$ cat src/rtl/cache_ctrl_2way.sv
// cache_ctrl_2way: 2-way set-associative, write-back, write-allocate cache
// controller for single-word lines. Handles one request at a time. Misses
// are serviced against a single-port RAM that has a 1-cycle read latency.
//
// Ports
//   CLOCK_50                 system clock (rising edge)
//   reset                    asynchronous active-low reset
//   req/wr/addr/wdata        request; sampled only while ready=1
//   ready                    idle, a request can be accepted
//   done                     one-cycle completion pulse
//   hit                      hit flag of the last completed request
//   rdata                    read result (for writes, the written word)
//   mem_addr/mem_re/mem_we/mem_wdata/mem_rdata   backing RAM interface
//   hit_cnt/miss_cnt         saturating statistics (CACHE_STATS_EN only)
//
// Optional feature macro: CACHE_STATS_EN
module cache_ctrl_2way #(
    parameter int ADDR_W = 5,
    parameter int DATA_W = 8,
    parameter int IDX_W  = 2
) (
    input  logic              CLOCK_50,
    input  logic              reset,
    input  logic              req,
    input  logic              wr,
    input  logic [ADDR_W-1:0] addr,
    input  logic [DATA_W-1:0] wdata,
    output logic              ready,
    output logic              done,
    output logic              hit,
    output logic [DATA_W-1:0] rdata,
    output logic [ADDR_W-1:0] mem_addr,
    output logic              mem_re,
    output logic              mem_we,
    output logic [DATA_W-1:0] mem_wdata,
`ifdef CACHE_STATS_EN
    output logic [7:0]        hit_cnt,
    output logic [7:0]        miss_cnt,
`endif
    input  logic [DATA_W-1:0] mem_rdata
);

    localparam int TAG_W = ADDR_W - IDX_W;
    localparam int SETS  = 2 ** IDX_W;

    typedef enum logic [2:0] {IDLE, LOOKUP, WB, ALLOC, FILL} state_t;

    state_t state, state_n;

    logic [1:0][SETS-1:0]             valid_q, dirty_q;
    logic [1:0][SETS-1:0][TAG_W-1:0]  tag_q;
    logic [1:0][SETS-1:0][DATA_W-1:0] data_q;
    logic [SETS-1:0]                  lru_q;   // way to evict next

    logic              r_wr, r_vic;
    logic [ADDR_W-1:0] r_addr;
    logic [DATA_W-1:0] r_wdata;

    logic [IDX_W-1:0] idx;
    logic [TAG_W-1:0] tg;
    logic [1:0]       hit_w;
    logic             hit_any, hit_way, vic, vic_dirty;

    assign idx = r_addr[IDX_W-1:0];
    assign tg  = r_addr[ADDR_W-1:IDX_W];

    always_comb begin
        for (int w = 0; w < 2; w++)
            hit_w[w] = valid_q[w][idx] && (tag_q[w][idx] == tg);
        hit_any = |hit_w;
        hit_way = hit_w[1];
        // Fill an empty way before evicting; way0 first.
        if (!valid_q[0][idx])      vic = 1'b0;
        else if (!valid_q[1][idx]) vic = 1'b1;
        else                       vic = lru_q[idx];
        vic_dirty = valid_q[vic][idx] && dirty_q[vic][idx];
    end

    always_ff @(posedge CLOCK_50 or negedge reset) begin
        if (!reset) state <= IDLE;
        else        state <= state_n;
    end

    always_comb begin
        state_n = state;
        case (state)
            IDLE:    if (req) state_n = LOOKUP;
            LOOKUP: begin
                if (hit_any)        state_n = IDLE;
                else if (vic_dirty) state_n = WB;
                else if (r_wr)      state_n = IDLE;
                else                state_n = ALLOC;
            end
            WB:      state_n = r_wr ? IDLE : ALLOC;
            ALLOC:   state_n = FILL;
            FILL:    state_n = IDLE;
            default: state_n = IDLE;
        endcase
    end

    always_ff @(posedge CLOCK_50 or negedge reset) begin
        if (!reset) begin
            valid_q   <= '0;
            dirty_q   <= '0;
            tag_q     <= '0;
            data_q    <= '0;
            lru_q     <= '0;
            r_wr      <= 1'b0;
            r_vic     <= 1'b0;
            r_addr    <= '0;
            r_wdata   <= '0;
            ready     <= 1'b1;
            done      <= 1'b0;
            hit       <= 1'b0;
            rdata     <= '0;
            mem_addr  <= '0;
            mem_re    <= 1'b0;
            mem_we    <= 1'b0;
            mem_wdata <= '0;
        end else begin
            done   <= 1'b0;
            mem_re <= 1'b0;
            mem_we <= 1'b0;
            case (state)
                IDLE: if (req) begin
                    r_wr    <= wr;
                    r_addr  <= addr;
                    r_wdata <= wdata;
                    ready   <= 1'b0;
                end
                LOOKUP: begin
                    if (hit_any) begin
                        if (r_wr) begin
                            data_q[hit_way][idx]  <= r_wdata;
                            dirty_q[hit_way][idx] <= 1'b1;
                            rdata                 <= r_wdata;
                        end else begin
                            rdata <= data_q[hit_way][idx];
                        end
                        lru_q[idx] <= ~hit_way;
                        hit   <= 1'b1;
                        done  <= 1'b1;
                        ready <= 1'b1;
                    end else begin
                        r_vic <= vic;
                        if (vic_dirty) begin
                            mem_we    <= 1'b1;
                            mem_addr  <= {tag_q[vic][idx], idx};
                            mem_wdata <= data_q[vic][idx];
                        end else if (r_wr) begin
                            valid_q[vic][idx] <= 1'b1;
                            dirty_q[vic][idx] <= 1'b1;
                            tag_q[vic][idx]   <= tg;
                            data_q[vic][idx]  <= r_wdata;
                            lru_q[idx]        <= ~vic;
                            rdata <= r_wdata;
                            hit   <= 1'b0;
                            done  <= 1'b1;
                            ready <= 1'b1;
                        end else begin
                            mem_re   <= 1'b1;
                            mem_addr <= r_addr;
                        end
                    end
                end
                WB: begin
                    if (r_wr) begin
                        valid_q[r_vic][idx] <= 1'b1;
                        dirty_q[r_vic][idx] <= 1'b1;
                        tag_q[r_vic][idx]   <= tg;
                        data_q[r_vic][idx]  <= r_wdata;
                        lru_q[idx]          <= ~r_vic;
                        rdata <= r_wdata;
                        hit   <= 1'b0;
                        done  <= 1'b1;
                        ready <= 1'b1;
                    end else begin
                        mem_re   <= 1'b1;
                        mem_addr <= r_addr;
                    end
                end
                ALLOC: ;  // RAM read in flight; data arrives during FILL
                FILL: begin
                    valid_q[r_vic][idx] <= 1'b1;
                    dirty_q[r_vic][idx] <= 1'b0;
                    tag_q[r_vic][idx]   <= tg;
                    data_q[r_vic][idx]  <= mem_rdata;
                    lru_q[idx]          <= ~r_vic;
                    rdata <= mem_rdata;
                    hit   <= 1'b0;
                    done  <= 1'b1;
                    ready <= 1'b1;
                end
                default: ;
            endcase
        end
    end

`ifdef CACHE_STATS_EN
    // Counts follow the registered done pulse, so they settle one cycle after it.
    always_ff @(posedge CLOCK_50 or negedge reset) begin
        if (!reset) begin
            hit_cnt  <= '0;
            miss_cnt <= '0;
        end else if (done) begin
            if (hit) begin
                if (hit_cnt != 8'hFF) hit_cnt <= hit_cnt + 8'd1;
            end else begin
                if (miss_cnt != 8'hFF) miss_cnt <= miss_cnt + 8'd1;
            end
        end
    end
`endif

endmodule
$ cat config.mk
export PLATFORM = sky130hd
export DESIGN_NAME = cache_ctrl_2way
export DESIGN_NICKNAME = d
export VERILOG_FILES = /design/src/rtl/cache_ctrl_2way.sv
export SDC_FILE = /design/constraint.sdc
export NUM_CORES = 1
export LEC_CHECK = 0
export BUFFER_PORTS_ARGS = -buffer_cell sky130_fd_sc_hd__buf_2
export CORE_MARGIN = 2
export CORE_UTILIZATION = 50
export CTS_BUF_LIST = sky130_fd_sc_hd__clkbuf_4 sky130_fd_sc_hd__clkbuf_8 sky130_fd_sc_hd__clkbuf_16
export CTS_CLUSTER_SIZE = 28
export DETAILED_ROUTE_END_ITERATION = 7
export GPL_ROUTABILITY_DRIVEN = 0
export HOLD_SLACK_MARGIN = 0.03
export PLACE_DENSITY = 0.74
export SETUP_SLACK_MARGIN = 0.2
export SLEW_MARGIN = 5
export SYNTH_ARGS = -nofsm -noshare
export SYNTH_HDL_FRONTEND = slang
export SYNTH_SLANG_ARGS = --single-unit
$ cat constraint.sdc
create_clock -name CLOCK_50 -period 5.8 [get_ports CLOCK_50]
set_input_delay 1.16 -clock CLOCK_50 [delete_from_list [all_inputs] [get_ports CLOCK_50]]
set_output_delay 1.16 -clock CLOCK_50 [all_outputs]
set_load 0.05 [all_outputs]
==> flow_metrics.env <==
export IMPL_status="completed"
export IMPL_fp_coreArea_sq_um=17200
export IMPL_tns_ns=0
export IMPL_postLayoutCoreUtil=0.566
export IMPL_start_util=0.510
export IMPL_drive_gt1_frac=0.222
export IMPL_worstMarginPinSlew_ns=1.14
export IMPL_slew_headroom=0.243
export IMPL_grt_setup_unrepaired="false"
export IMPL_avgSynthCellArea_sq_um=10.3
export IMPL_die_width_um=137
export IMPL_slew_viol_final=0
export IMPL_via_count=7440
export IMPL_synthDominantCellAreaShare=0.430
export IMPL_clk_pin_slew_ns=0.07
export IMPL_numClockSinks=152
export IMPL_required_ns=6.12
export IMPL_routed_via_density=6.71
export IMPL_cts_tree="built"
export IMPL_ys_seq_elements=152
export IMPL_cp_startpoint="r_addr[0]$_DFFE_PN0P_"
export IMPL_yosysTopAreaCell="dfrtp_1"
export IMPL_cp_arrival_ns=4.82
export IMPL_r2r_start="r_addr[0]$_DFFE_PN0P_"
export IMPL_final_cell_mix="dfrtp_1 (149), nand2_1 (78), o21ai_0 (78), nor2_1 (51), buf_2 (49)"
export IMPL_timing_hold_ws_ns=0.480
export IMPL_cts_resized=0
export IMPL_dp_slack_ns=1.36
export IMPL_cp_max_fo=28
export IMPL_grtUsageTotal=0.282
export IMPL_drtAntennaViolNets=0
export IMPL_grt_pass1_wl_um=40100
export IMPL_grt_use_met3=0.0815
export IMPL_drc=0
export IMPL_busiest_layer="met2"
export IMPL_use_met2=0.409
export IMPL_layout_commonest_cell="dfrtp_1"
export IMPL_die_y_um=137
export IMPL_drt_initial_drc_count=818
export IMPL_grt_pass1_vias=7202
export IMPL_cts_max_level=4
export IMPL_grt_antenna_before_repair=0
export IMPL_synth_nets=878
export IMPL_hold_class="reg2reg"
export IMPL_cap_viol_max_count=0
export IMPL_async_flop_share=1.00
export IMPL_synth_top_flop_cell="dfrtp_1"
export IMPL_finalSetupViolCount=0
export IMPL_crit_type="reg2reg"
export IMPL_ios=51
export IMPL_row_count=48
export IMPL_insertion_delay_ns=0.45
export IMPL_hold_viol=0
export IMPL_routedWlPerCell_um=22.6
export IMPL_cp_start_kind="flip-flop"
export IMPL_cts_setup_buffers=0
export IMPL_firstDrtPassIters=5
export IMPL_die_area_sq_um=18700
export IMPL_place_hpwl_um=17300
export IMPL_seq_area_frac_synth=0.433
export IMPL_antenna_cells=0
export IMPL_synth_warnings=0
export IMPL_fill_cells=1471
export IMPL_nets=895
export IMPL_cts_buffer_depth=2
export IMPL_finalWirelength_um=25000
export IMPL_netlist_area_sq_um=8790
export IMPL_numCtsBuffers=17
export IMPL_finalCriticalPeriod_ns=4.50
export IMPL_synthCells=853
export IMPL_synth_area_leaders="dfrtp_1 (43%), mux2_2 (5.9%), mux4_2 (5.9%), o21ai_0 (4.5%), nand2_1 (3.3%)"
export IMPL_period_share=0.775
export IMPL_met1_usage=0.400
export IMPL_synth_edf_count=0
export IMPL_skew_ns=0.0168
export IMPL_ys_types=67
export IMPL_fmax_mhz=222
export IMPL_end_kind="flip-flop"
export IMPL_ctsHoldBuffers=0
export IMPL_overflow=0
export IMPL_hold_start="mem_wdata[1]$_DFFE_PN0P_"
export IMPL_grt_max_degree=108
export IMPL_syn2layout_area_growth_pct=10.9
export IMPL_final_setup_worst_slack_ns=1.30
export IMPL_io_buffers=50
export IMPL_clockRootBuffer="clkbuf_16"
logic make-up after synthesis:
logic type	synth area share
buf+inv	0.0344
mux	0.169
flops	0.433
simple gates	0.114
xor+xnor	0.00598
compound gates	0.244
worst max-delay path, stage by stage, from the launching register on:
cell and delay, ns:
dfrtp_2 0.59, buf_4 0.42, mux4_2 0.60, nand2b_1 0.62, mux2_2 0.47, nor4_4 0.44, a21o_1 0.71, a21oi_1 0.25
o22a_1 0.27
metrics by stage:
stage          instances  instance area, sq um
3_5_place_dp        1076                  9180
5_1_grt             1108                  9750
3_3_place_gp        1076                  9180
6_report            1108                  9750
2_1_floorplan        853                  8790
4_1_cts             1108                  9750
state kept, by name (all words and copies together) (netlist names):
signal     cells
data_q        64
tag_q         24
dirty_q        8
mem_wdata      8
r_wdata        8
rdata          8
valid_q        8
mem_addr       5
r_addr         5
lru_q          4
state          3
done           1
hit            1
mem_re         1
mem_we         1
r_vic          1
r_wr           1
ready          1
area by class of cell:
cell class,count,area (sq um),area share
inverters,6,22.5,0.00231
well taps,225,282,0.0289
repair buffers,64,362,0.0371
clock inverters,11,97.6,0.0100
clock buffers,21,474,0.0486
multi-input cells,629,4710,0.483
flip-flops and latches,152,3810,0.390
Yosys cell counts, types with 18 or more instances:
master and instances:
nand3_1 23, nand2_1 78, mux2_1 18, mux2_2 46, a21oi_1 42, clkbuf_1 47
o22ai_1 29, nand2b_1 26, dfrtp_1 151, mux2i_1 25, mux4_2 23, o21ai_0 79
a22o_1 26, nor2_1 52
metal layers:
| metal | part of all wire | wire length [um] |
|---|---|---|
| met1 | 0.43 | 10800 |
| met2 | 0.44 | 11000 |
| met3 | 0.10 | 2610 |
| met4 | 0.022 | 555 |
| met5 | 0 | 0 |
path summary, 6_finish.rpt:
path,end,slack (ns),cells after the start
min,mem_wdata[1]$_DFFE_PN0P_,0.48,2
max in group asynchronous,state[1]$_DFFE_PN0P_,3.73,2
min reg2reg,mem_wdata[1]$_DFFE_PN0P_,0.48,2
min in group asynchronous,done$_DFF_PN0_,0.85,1
max,data_q[56]$_DFFE_PN0P_,1.30,8
max reg2reg,data_q[56]$_DFFE_PN0P_,1.30,8
Power is not shown: default switching activity piles up to over one toggle a cycle in this logic, so the estimate is an artifact.
